### config.mk
export PLATFORM = sky130hd
export DESIGN_NAME = posit_extract_pipe
export DESIGN_NICKNAME = d
export VERILOG_FILES = /design/src/rtl/posit_pkg.sv /design/src/rtl/posit_regime_decode.sv /design/src/rtl/posit_extract_pipe.sv
export SDC_FILE = /design/constraint.sdc
export NUM_CORES = 1
export LEC_CHECK = 0
export CAP_MARGIN = 0
export CORE_MARGIN = 2
export CORE_UTILIZATION = 59
export CTS_BUF_LIST = sky130_fd_sc_hd__clkbuf_2 sky130_fd_sc_hd__clkbuf_4 sky130_fd_sc_hd__clkbuf_8
export DETAILED_ROUTE_END_ITERATION = 6
export GPL_TIMING_DRIVEN = 1
export PLACE_DENSITY = 0.87
export SLEW_MARGIN = 15
export SYNTH_ARGS = -nofsm -noshare
export SYNTH_HDL_FRONTEND = slang
export SYNTH_SLANG_ARGS = --single-unit
### constraint.sdc
create_clock -name clk -period 6.2 [get_ports clk]
set_input_delay 1.55 -clock clk [delete_from_list [all_inputs] [get_ports clk]]
set_output_delay 1.55 -clock clk [all_outputs]
set_load 0.005 [all_outputs]
### src/rtl/posit_pkg.sv
// Shared posit definitions: default geometry, decoded-field record and raw-pattern helpers.
package posit_pkg;

  localparam int POSIT_N     = 8;
  localparam int POSIT_ES    = 3;
  localparam int POSIT_RS    = $clog2(POSIT_N);
  localparam int POSIT_MW    = POSIT_N - POSIT_ES - 2;
  localparam int POSIT_W_MAX = 32;

  // Decoded fields for the default geometry
  typedef struct packed {
    logic                      sign;
    logic signed [POSIT_RS:0]  regime;
    logic [POSIT_ES-1:0]       exponent;
    logic [POSIT_MW-1:0]       mantissa;
    logic                      is_zero;
    logic                      is_nar;
  } posit_fields_t;

  function automatic logic [POSIT_W_MAX-1:0] posit_mask(input int n);
    return (n >= POSIT_W_MAX) ? '1 : ((POSIT_W_MAX'(1) << n) - POSIT_W_MAX'(1));
  endfunction

  // Magnitude of an n-bit two's complement posit, zero-extended to POSIT_W_MAX
  function automatic logic [POSIT_W_MAX-1:0] abs_posit(input logic [POSIT_W_MAX-1:0] x,
                                                       input int n);
    logic [POSIT_W_MAX-1:0] m;
    logic [POSIT_W_MAX-1:0] xm;
    m  = posit_mask(n);
    xm = x & m;
    if (((xm >> (n - 1)) & POSIT_W_MAX'(1)) != '0)
      return (~xm + POSIT_W_MAX'(1)) & m;
    return xm;
  endfunction

  function automatic logic is_nar_pattern(input logic [POSIT_W_MAX-1:0] x, input int n);
    return (x & posit_mask(n)) == (POSIT_W_MAX'(1) << (n - 1));
  endfunction

endpackage

### src/rtl/posit_regime_decode.sv
// Regime decoder: run length of the leading identical bits of the posit body, signed
// regime value, and the body shifted past the regime and its terminator.
module posit_regime_decode #(
  parameter int N  = 8,
  parameter int RS = $clog2(N)
) (
  input  logic [N-2:0] body,
  output logic [RS:0]  regime,
  output logic [N-2:0] rem
);

  logic          lead;
  logic          stop;
  logic [RS:0]   run;
  logic [RS:0]   shamt;

  always_comb begin
    lead  = body[N-2];
    stop  = 1'b0;
    run   = '0;
    for (int i = N - 2; i >= 0; i--) begin
      if (!stop && (body[i] == lead)) run = run + (RS+1)'(1);
      else                            stop = 1'b1;
    end
    // A run of ones encodes k-1, a run of zeros encodes -k
    regime = lead ? (run - (RS+1)'(1)) : ((RS+1)'(0) - run);
    // Skipping the terminator too; a run to the LSB shifts everything out
    shamt  = run + (RS+1)'(1);
    rem    = body << shamt;
  end

endmodule

### src/rtl/posit_extract_pipe.sv
// Two-stage posit field extractor with valid/ready on both sides.
// Define POSIT_EXTRACT_NAR_CNT_EN to add the saturating nar_count output.
module posit_extract_pipe
  import posit_pkg::*;
#(
  parameter  int N  = POSIT_N,
  parameter  int ES = POSIT_ES,
  parameter  int RS = $clog2(N),
  localparam int MW = N - ES - 2
) (
  input  logic          clk,
  input  logic          rst_n,
  input  logic          in_valid,
  output logic          in_ready,
  input  logic [N-1:0]  in_data,
  output logic          out_valid,
  input  logic          out_ready,
  output logic          sign,
  output logic [RS:0]   regime,
  output logic [ES-1:0] exponent,
  output logic [MW-1:0] mantissa,
  output logic          is_zero,
  output logic          is_nar
`ifdef POSIT_EXTRACT_NAR_CNT_EN
  ,
  output logic [15:0]   nar_count
`endif
);

  logic advance;

  logic                 vld_p1_q, vld_p1_d;
  logic                 sign_p1_q, sign_p1_d;
  logic [N-2:0]         body_p1_q, body_p1_d;
  logic                 zero_p1_q, zero_p1_d;
  logic                 nar_p1_q, nar_p1_d;

  logic                 vld_p2_q, vld_p2_d;
  logic                 sign_p2_q, sign_p2_d;
  logic signed [RS:0]   regime_p2_q, regime_p2_d;
  logic [ES-1:0]        exp_p2_q, exp_p2_d;
  logic [MW-1:0]        mant_p2_q, mant_p2_d;
  logic                 zero_p2_q, zero_p2_d;
  logic                 nar_p2_q, nar_p2_d;

  logic signed [RS:0]   dec_regime;
  logic [N-2:0]         dec_rem;
  logic [N-1:0]         mant_w;

  always_comb begin
    advance  = out_ready || !vld_p2_q;
    in_ready = advance || !vld_p1_q;
  end

  // ---- stage 1: capture, sign, magnitude, special detection ----
  always_comb begin
    vld_p1_d  = vld_p1_q;
    sign_p1_d = sign_p1_q;
    body_p1_d = body_p1_q;
    zero_p1_d = zero_p1_q;
    nar_p1_d  = nar_p1_q;
    if (in_ready) begin
      vld_p1_d = in_valid;
      if (in_valid) begin
        sign_p1_d = in_data[N-1];
        body_p1_d = (N-1)'(abs_posit(POSIT_W_MAX'(in_data), N));
        zero_p1_d = (in_data == '0);
        nar_p1_d  = is_nar_pattern(POSIT_W_MAX'(in_data), N);
      end
    end
  end

  posit_regime_decode #(.N(N), .RS(RS)) u_regime (
    .body   (body_p1_q),
    .regime (dec_regime),
    .rem    (dec_rem)
  );

  // ---- stage 2: regime, exponent and fraction extraction ----
  always_comb begin
    mant_w      = {1'b1, dec_rem << ES};
    vld_p2_d    = vld_p2_q;
    sign_p2_d   = sign_p2_q;
    regime_p2_d = regime_p2_q;
    exp_p2_d    = exp_p2_q;
    mant_p2_d   = mant_p2_q;
    zero_p2_d   = zero_p2_q;
    nar_p2_d    = nar_p2_q;
    if (advance) begin
      vld_p2_d = vld_p1_q;
      if (vld_p1_q) begin
        zero_p2_d = zero_p1_q;
        nar_p2_d  = nar_p1_q;
        if (zero_p1_q || nar_p1_q) begin
          sign_p2_d   = nar_p1_q;
          regime_p2_d = '0;
          exp_p2_d    = '0;
          mant_p2_d   = '0;
        end else begin
          sign_p2_d   = sign_p1_q;
          regime_p2_d = dec_regime;
          exp_p2_d    = dec_rem[N-2 -: ES];
          mant_p2_d   = MW'(mant_w >> (ES + 2));
        end
      end
    end
  end

  always_ff @(posedge clk or negedge rst_n) begin
    if (!rst_n) begin
      vld_p1_q    <= 1'b0;
      sign_p1_q   <= 1'b0;
      body_p1_q   <= '0;
      zero_p1_q   <= 1'b0;
      nar_p1_q    <= 1'b0;
      vld_p2_q    <= 1'b0;
      sign_p2_q   <= 1'b0;
      regime_p2_q <= '0;
      exp_p2_q    <= '0;
      mant_p2_q   <= '0;
      zero_p2_q   <= 1'b0;
      nar_p2_q    <= 1'b0;
    end else begin
      vld_p1_q    <= vld_p1_d;
      sign_p1_q   <= sign_p1_d;
      body_p1_q   <= body_p1_d;
      zero_p1_q   <= zero_p1_d;
      nar_p1_q    <= nar_p1_d;
      vld_p2_q    <= vld_p2_d;
      sign_p2_q   <= sign_p2_d;
      regime_p2_q <= regime_p2_d;
      exp_p2_q    <= exp_p2_d;
      mant_p2_q   <= mant_p2_d;
      zero_p2_q   <= zero_p2_d;
      nar_p2_q    <= nar_p2_d;
    end
  end

  assign out_valid = vld_p2_q;
  assign sign      = sign_p2_q;
  assign regime    = regime_p2_q;
  assign exponent  = exp_p2_q;
  assign mantissa  = mant_p2_q;
  assign is_zero   = zero_p2_q;
  assign is_nar    = nar_p2_q;

`ifdef POSIT_EXTRACT_NAR_CNT_EN
  logic [15:0] nar_cnt_q, nar_cnt_d;

  always_comb begin
    nar_cnt_d = nar_cnt_q;
    if (vld_p2_q && out_ready && nar_p2_q && (nar_cnt_q != 16'hFFFF))
      nar_cnt_d = nar_cnt_q + 16'd1;
  end

  always_ff @(posedge clk or negedge rst_n) begin
    if (!rst_n) nar_cnt_q <= '0;
    else        nar_cnt_q <= nar_cnt_d;
  end

  assign nar_count = nar_cnt_q;
`endif

endmodule

Word-level counts from Yosys, hierarchy flattened
Cells that the tools add are included.
Word-level totals
  output and inout bits: 15
  input bits: 12
  logic and storage cells: 68
  bits in registers: 25
Cells by class
  reduce and logical (&&, ||, !) cells: 17
  equality and inequality tests: 7
  shift-type cells: 1
  add/sub/neg operators: 9
  muxes and demuxes: 21
  bitwise logic cells: 1
Operators by type and width (number)
  $mux W4: 7
  $add A4 B1 Y4 const B: 6
  $mux W7: 2
  $mux W1: 9
  $eq A8 B8 Y1 const B: 1
  $logic_not A8 Y1: 1
  $add A7 B1 Y7 const B: 1
  $not A7 Y7: 1
  $shl A7 B4 Y7: 1
  $eq A1 B1 Y1: 6
  $logic_not A1 Y1: 6
  $mux W3: 2
  $logic_and A1 B1 Y1: 5
  $reduce_and A2 Y1: 2
  $sub A1 B4 Y4 const A: 1
  $sub A4 B1 Y4 const B: 1
  $logic_or A1 B1 Y1: 3
  $mux W2: 1

Logic depth before layout (Yosys ltp)
Gate-level depths: netlist of run 1.
  word-level depth: 18
  mapped depth: 13
  mapped depth without buffers: 11

By module
Synthesis of run 1 repeated with hierarchy kept, for this count alone.
Second synthesis, totals
  cell total of the unflattened synthesis: 160
  area, all modules: 1530.2 µm²
By module, submodules not included
  posit_extract_pipe: sequential area each 625.6 µm², times used 1, cells an instance 90, area an instance 1033.5 µm²
  posit_regime_decode: sequential area each 0.0 µm², times used 1, cells an instance 70, area an instance 496.7 µm²

Worst setup path after synthesis of run 1
No wires, ideal clock.
  path type: input to output
  start point: input port out_ready
  end point: output port in_ready
  arrival: 1745 ps
  stages: 1
  data required time: 4650 ps
  setup slack: 2905 ps
  path buffers: 0
  path through: nand3b_1
On the way
  cells in the longest elaborated chain, start to end: 2
Ends and longest elaborated chain
  start: declaration: RTL line posit_extract_pipe.sv:17  | input logic out_ready,
  $logic_or A1 B1 Y1: RTL line posit_extract_pipe.sv:51  | advance = out_ready || !vld_p2_q;
  $logic_or A1 B1 Y1: RTL line posit_extract_pipe.sv:52  | in_ready = advance || !vld_p1_q;
  end: declaration: RTL line posit_extract_pipe.sv:14  | output logic in_ready,
No other way between the ends.

Worst setup path in the final report of run 1
Same ends and word-level chain as after synthesis.

==> flow_metrics.py, run 1 <==
metrics = {
    "outcome": {
        "status": "finished, final reports clean",
    },
    "synthesis": {
        "ys_async_sr_fraction": 1.00,
        "ys_seq_area_frac": 0.373,
        "synth_adder_area_share": 0.0298,
        "synth.area.top_cells": "dfrtp_1, nand2_1, o21ai_0",
        "synthesis.nets": 201,
        "synthMuxAreaShare": 0.0365,
        "synth_area_leader_cell": "dfrtp_1",
        "synth_compound_area_frac": 0.227,
        "synth.top_cell.area_share": 0.373,
        "ys_types": 52,
        "synth-simple-area-share": 0.214,
        "synth-main-ff-cell": "dfrtp_1",
        "synth-edff-count": 0,
        "yosys_warnings": 0,
        "synth-seq-cells": 25,
        "synth_top_family_by_area": "compound AO/OA/AOI/OAI gates",
        "synth_area_um2": 1680,
        "syn_avg_cell_area_um2": 9.08,
        "synth-xor-area-share": 0.0469,
        "syn-instance-count": 185,
    },
    "routing": {
        "drt_iter0_drc": 44,
        "avgRoutedWirePerCell_um": 14.4,
        "drc": 0,
        "via_count": 1420,
        "viasPerCell": 6.07,
        "ant_nets": 0,
        "finalWirelength_um": 3380,
        "first_pass_iters": 4,
    },
    "sta": {
        "setup_violations": 0,
        "tightest_slew_ns": 0.744,
        "maxSlewViolCount": 0,
        "fin_skew_ns": 0.0107,
        "post-route-period-util": 0.690,
        "fmaxAchievable_mhz": 234,
        "fin_setup_tns_ns": 0,
        "finalHoldViolCount": 0,
        "layout_min_cycle_time_ns": 4.28,
        "rsz0062_at_grt": "false",
        "relSlewSlack": 0.504,
    },
    "floorplanning": {
        "dieHeight_um": 57.3,
        "rows": 19,
        "die-area_um2": 3290,
        "fp.dieW_um": 57.3,
        "placeableCoreArea_um2": 2730,
        "start_util": 0.614,
        "top_level_ports": 27,
    },
    "place": {
        "numPortBuffers": 26,
        "post-place-cells": 230,
        "place_congestion": 0.881,
        "hpwlAfterDp_um": 2500,
    },
    "clock_tree": {
        "cts_buffers": 3,
        "clock_latency_ns": 0.34,
        "clock_sinks": 25,
        "cts_tree": "built",
        "cts_max_path_buffers": 2,
        "htree_levels": 1,
        "cts_hold_buf": 0,
        "cts_setup_buffers": 0,
        "cts-root-buf": "clkbuf_4",
        "cts_resized": 0,
        "clk_pin_slew_worst_paths_ns": 0.15,
    },
    "critical_path": {
        "worst-r2r-cell-count": 10,
        "setup.worst_path.end_class": "output port",
        "r2r-start": "body_p1_q[6]",
        "critical_path_class": "in -> out",
        "startpoint_type": "input pin",
        "ff2ff_setup_slack_ns": 2.80,
        "cp.required_ns": 4.65,
        "r2r-end": "exponent[2]",
        "cp_data_arrival_time_ns": 2.73,
        "cp_max_fo": 4,
    },
    "grt": {
        "antenna_found_initial": 0,
        "grt_start_max_net_pins": 26,
        "grt.overflow.total": 0,
        "first_global_vias": 1277,
        "grt_util_all_layers": 0.216,
        "grt_pass1_wl_um": 5610,
    },
    "pwr": {
        "cellPowerDensity_nw_per_um2": 313,
        "p_leak_nw": 0.818,
        "ir_worst_vdd_uv": 251,
        "finalPower_uw": 599,
    },
    "job": {
        "maxCapViolations": 0,
    },
    "finish": {
        "seqCellArea_um2": 626,
        "fin_nets": 220,
        "areaGrowthSynthToFinish_pct": 13.9,
        "fillers": 232,
        "finalNonFillerCells": 234,
        "drive_above_1_share": 0.0936,
        "diodes": 0,
        "multi_input_area_um2": 930,
    },
    "min_path": {
        "hp-start": "regime[2]",
        "worstHoldEndpoint": "regime[2]",
        "hold_depth": 2,
        "hold_class": "reg -> reg",
    },
}
[flip-flops by register name, summed over array words and instances (netlist names)]
register   cells
is_nar         1
sign           1
zero_p1_q      1
nar_p1_q       1
vld_p1_q       1
regime         4
is_zero        1
exponent       3
out_valid      1
body_p1_q      7
sign_p1_q      1
mantissa       3
[placed cells by master, fill, tap and decap left out, types with 2 or more instances in the layout]
master           instances
a221o_1                  2
or2_2                    2
a21oi_1                  9
mux2i_1                  5
nand2_1                 26
nand2b_1                 7
o21bai_1                 2
nor2_1                   8
xor2_1                   3
o21ai_0                 18
nor3b_1                  3
nor2b_1                  2
ha_1                     4
clkdlybuf4s50_1         25
a22o_1                   2
nor3_1                   2
a211oi_1                 2
dfrtp_1                 25
nand4_1                  2
nor4_1                   3
inv_1                    8
nand3b_1                 3
or3b_2                   2
nand3_1                  2
o31ai_1                  3
clkbuf_4                 3
xnor2_1                  6
[worst max-delay path, cell delays in order]
cell             delay [ns]
clkdlybuf4s50_1        0.47
nand3b_1               0.18
clkdlybuf4s50_1        0.53
[layer usage]
layer / track usage / vias to the layer above / part of all wire
met4: 0.0631 / 0 / 0.013
met1: 0.276 / 665 / 0.42
met2: 0.383 / 55 / 0.51
met5: 0 / - / 0
li1: - / 695 / -
met3: 0.0227 / 5 / 0.053
[through the flow]
stage / setup slack [ns] / hold WS, ns / area (um2) / utilization
2_1_floorplan: 2.90 / 0.447 / 1680 / -
3_3_place_gp: 1.96 / 0.461 / 1890 / 0.691
3_5_place_dp: 1.95 / 0.475 / 1890 / 0.691
4_1_cts: 1.93 / 0.508 / 1920 / 0.702
5_1_grt: 1.86 / 0.536 / 1910 / 0.700
6_report: 1.92 / 0.502 / 1910 / 0.700
[power breakdown]
| group | leakage [nW] | switching [mW] | internal (mW) |
|---|---|---|---|
| sequential | 0.313 | 0.0454 | 0.198 |
| combinational | 0.491 | 0.127 | 0.149 |
| clock | 0.0139 | 0.0548 | 0.0248 |
| total | 0.818 | 0.228 | 0.371 |
[cell usage after synthesis (all sizes together) (4+ instances only)]
master  instances
nand2          26
dfrtp          25
o21ai          18
a21oi           9
inv             9
nor2            8
buf             7
nand2b          7
xnor2           6
clkbuf          5
mux2i           5
ha              4
[how the worst max path moves through the flow]
stage               startpoint       end  slack [ns]  cells past startpoint
finish               out_ready  in_ready        1.92                      3
global route         out_ready  in_ready        1.86                      3
CTS                  out_ready  in_ready        1.93                      3
detailed placement   out_ready  in_ready        1.95                      3
global placement     out_ready  in_ready        1.96                      3
floorplan            out_ready  in_ready        2.90                      1
[layout make-up]
cell class | instances | share of cell area
multi-input cells | 139 | 0.486
inverters | 9 | 0.0177
repair buffers | 26 | 0.133
clock buffers | 3 | 0.0118
flip-flops and latches | 25 | 0.327
clock inverters | 1 | 0.00392
well taps | 31 | 0.0203
[cells by family after synthesis]
| kind of cell | after synthesis |
|---|---|
| multiplexers | 6 |
| buffers and inverters | 21 |
| XOR/XNOR | 9 |
| AND/OR/NAND/NOR | 68 |
| flip-flops | 25 |
| adder cells (fa/ha/maj) | 4 |
| AO/OA/AOI/OAI | 52 |
Power figures use the tool's default switching activity.
==> run 2, diff against run 1 <==
--- a/config.mk
+++ b/config.mk
@@ -7,11 +7,11 @@
 export LEC_CHECK = 0
 export CAP_MARGIN = 0
 export CORE_MARGIN = 2
-export CORE_UTILIZATION = 59
+export CORE_UTILIZATION = 50
 export CTS_BUF_LIST = sky130_fd_sc_hd__clkbuf_2 sky130_fd_sc_hd__clkbuf_4 sky130_fd_sc_hd__clkbuf_8
 export DETAILED_ROUTE_END_ITERATION = 6
 export GPL_TIMING_DRIVEN = 1
-export PLACE_DENSITY = 0.87
+export PLACE_DENSITY = 0.78
 export SLEW_MARGIN = 15
 export SYNTH_ARGS = -nofsm -noshare
 export SYNTH_HDL_FRONTEND = slang
==> constraint.sdc (replaced) <==
create_clock -name clk -period 3.5 [get_ports clk]
set_input_delay 0.875 -clock clk [delete_from_list [all_inputs] [get_ports clk]]
set_output_delay 0.875 -clock clk [all_outputs]
set_load 0.005 [all_outputs]
==> run 2 against run 1 <==
Effect of this change: worst hold slack got worse by 0.011 ns; first-iteration DRC count increased by 110%; critical path type is now reg -> reg; die area increased by 17%; sequential share of layout area decreased by 0.65 points.
==> flow_metrics.py, run 2 (synthesis results as in run 1) <==
metrics = {
    "clock_tree": {
        "cts_hold_buf": 0,
        "cts_max_path_buffers": 2,
        "cts_tree": "built",
        "htree_levels": 1,
        "clk_pin_slew_worst_paths_ns": 0.15,
        "cts_buffers": 3,
        "clock_sinks": 25,
        "cts_setup_buffers": 0,
        "clock_latency_ns": 0.33,
        "cts-root-buf": "clkbuf_4",
        "cts_resized": 0,
    },
    "critical_path": {
        "path_cells": "nor3b_1 -> a2111o_1 -> a22oi_4 -> inv_1 -> ha_1 -> and2_1 -> o21bai_1 -> nand2_1 -> o311a_2 -> o32ai_1 -> a221o_1",
        "cp_data_arrival_time_ns": 3.38,
        "cp.required_ns": 3.73,
        "worst_path_largest_cell_delay_ns": 0.62,
        "cp_max_fo": 14,
        "critical_path_class": "reg -> reg",
        "critPathSlowestCell": "dfrtp_1",
        "startpoint_type": "flip-flop",
        "setup.worst_path.end_class": "flip-flop",
    },
    "sta": {
        "post-route-period-util": 0.900,
        "fin_setup_tns_ns": 0,
        "tightest_slew_ns": 0.456,
        "relSlewSlack": 0.695,
        "finalHoldViolCount": 0,
        "maxSlewViolCount": 0,
        "fmaxAchievable_mhz": 318,
        "fin_skew_ns": 0.00415,
        "layout_min_cycle_time_ns": 3.15,
        "rsz0062_at_grt": "false",
        "setup_violations": 0,
    },
    "pwr": {
        "finalPower_mw": 1.06,
        "cellPowerDensity_nw_per_um2": 543,
        "ir_worst_vdd_uv": 168,
        "p_leak_nw": 0.828,
    },
    "job": {
        "maxCapViolations": 0,
    },
    "place": {
        "numPortBuffers": 26,
        "place_congestion": 0.901,
        "hpwlAfterDp_um": 2660,
        "placed_cell_area_um2": 1920,
    },
    "floorplanning": {
        "rows": 21,
        "start_util": 0.511,
        "fp.dieW_um": 62.0,
        "dieHeight_um": 62.0,
        "die-area_um2": 3840,
        "placeableCoreArea_um2": 3280,
        "top_level_ports": 27,
    },
    "routing": {
        "avgRoutedWirePerCell_um": 13.9,
        "first_pass_iters": 4,
        "drt_iter0_drc": 92,
        "ant_nets": 0,
        "viasPerCell": 5.51,
        "finalWirelength_um": 3500,
        "via_count": 1384,
        "drc": 0,
    },
    "finish": {
        "diodes": 0,
        "layout_common_cells": "nand2_1, clkdlybuf4s50_1, dfrtp_1",
        "top_register": "body_p1_q",
        "fin_nets": 222,
        "drive_above_1_share": 0.0976,
        "areaGrowthSynthToFinish_pct": 16.2,
        "fillers": 298,
        "largest_register_ffs": 7,
        "final_area_um2": 1950,
    },
    "grt": {
        "grt_start_max_net_pins": 26,
        "grt_pass1_wl_um": 5500,
        "grt.overflow.total": 0,
        "grt_util_all_layers": 0.189,
        "antenna_found_initial": 0,
        "first_global_vias": 1231,
    },
    "outcome": {
        "status": "finished, final reports clean",
    },
    "min_path": {
        "hold_class": "reg -> reg",
    },
}
==> run 2: cell types whose count changed in the layout (fill, tap and decap cells not counted) <==
cell | previous run | this run
buf_2 | 1 | 0
buf_4 | 0 | 2
clkdlybuf4s50_1 | 25 | 26
==> run 2: critical path, delay by kind of cell (launching register included) <==
family / cells / cell delay, ns
AO/OA/AOI/OAI: 6 / 1.49
AND/OR/NAND/NOR: 3 / 0.41
buffers and inverters: 1 / 0.11
adder cells (fa/ha/maj): 1 / 0.42
flip-flops: 1 / 0.62
==> run 2: path summary, 6_finish.rpt <==
path	startpoint	to	slack (ns)	cells after the start
setup / recovery	body_p1_q[4]	exponent[2]	0.35	11
hold / removal	mantissa[2]	mantissa[2]	0.49	2
setup reg to reg	body_p1_q[4]	exponent[2]	0.35	11
hold reg to reg	mantissa[2]	mantissa[2]	0.49	2
max in group asynchronous	rst_n	zero_p1_q	2.37	2
min in group asynchronous	rst_n	body_p1_q[4]	0.89	2
==> run 2: layout make-up <==
type                            count  area (um2)  area share
Multi-Input combinational cell    139         930       0.476
Sequential cell                    25         626       0.321
Timing Repair Buffer               28         275       0.141
Tap cell                           46        57.6      0.0295
Inverter                            9        33.8      0.0173
Clock buffer                        3        22.5      0.0115
Clock inverter                      1        7.51     0.00385
==> run 2: stage by stage <==
stage                     hold WS [ns]   util  setup slack, ns  std cells
after floorplan                  0.447      -            0.657        185
after global placement           0.463  0.585            0.501        247
after detailed placement         0.465  0.585            0.397        247
after CTS                        0.498  0.594            0.362        251
after global routing             0.525  0.594            0.152        251
final                            0.492  0.594            0.351        251
==> run 2: report_power, final <==
part	switching (mW)	internal [mW]	leakage (nW)
registers	0.0762	0.350	0.313
clock network	0.0938	0.0437	0.0139
logic	0.230	0.267	0.501
==> run 2: per-layer routing <==
metal  global-route usage  routed length, um
met5                    0                  0
met1                0.246               1670
met3               0.0186                 74
met4               0.0517                 23
met2                0.333               1730
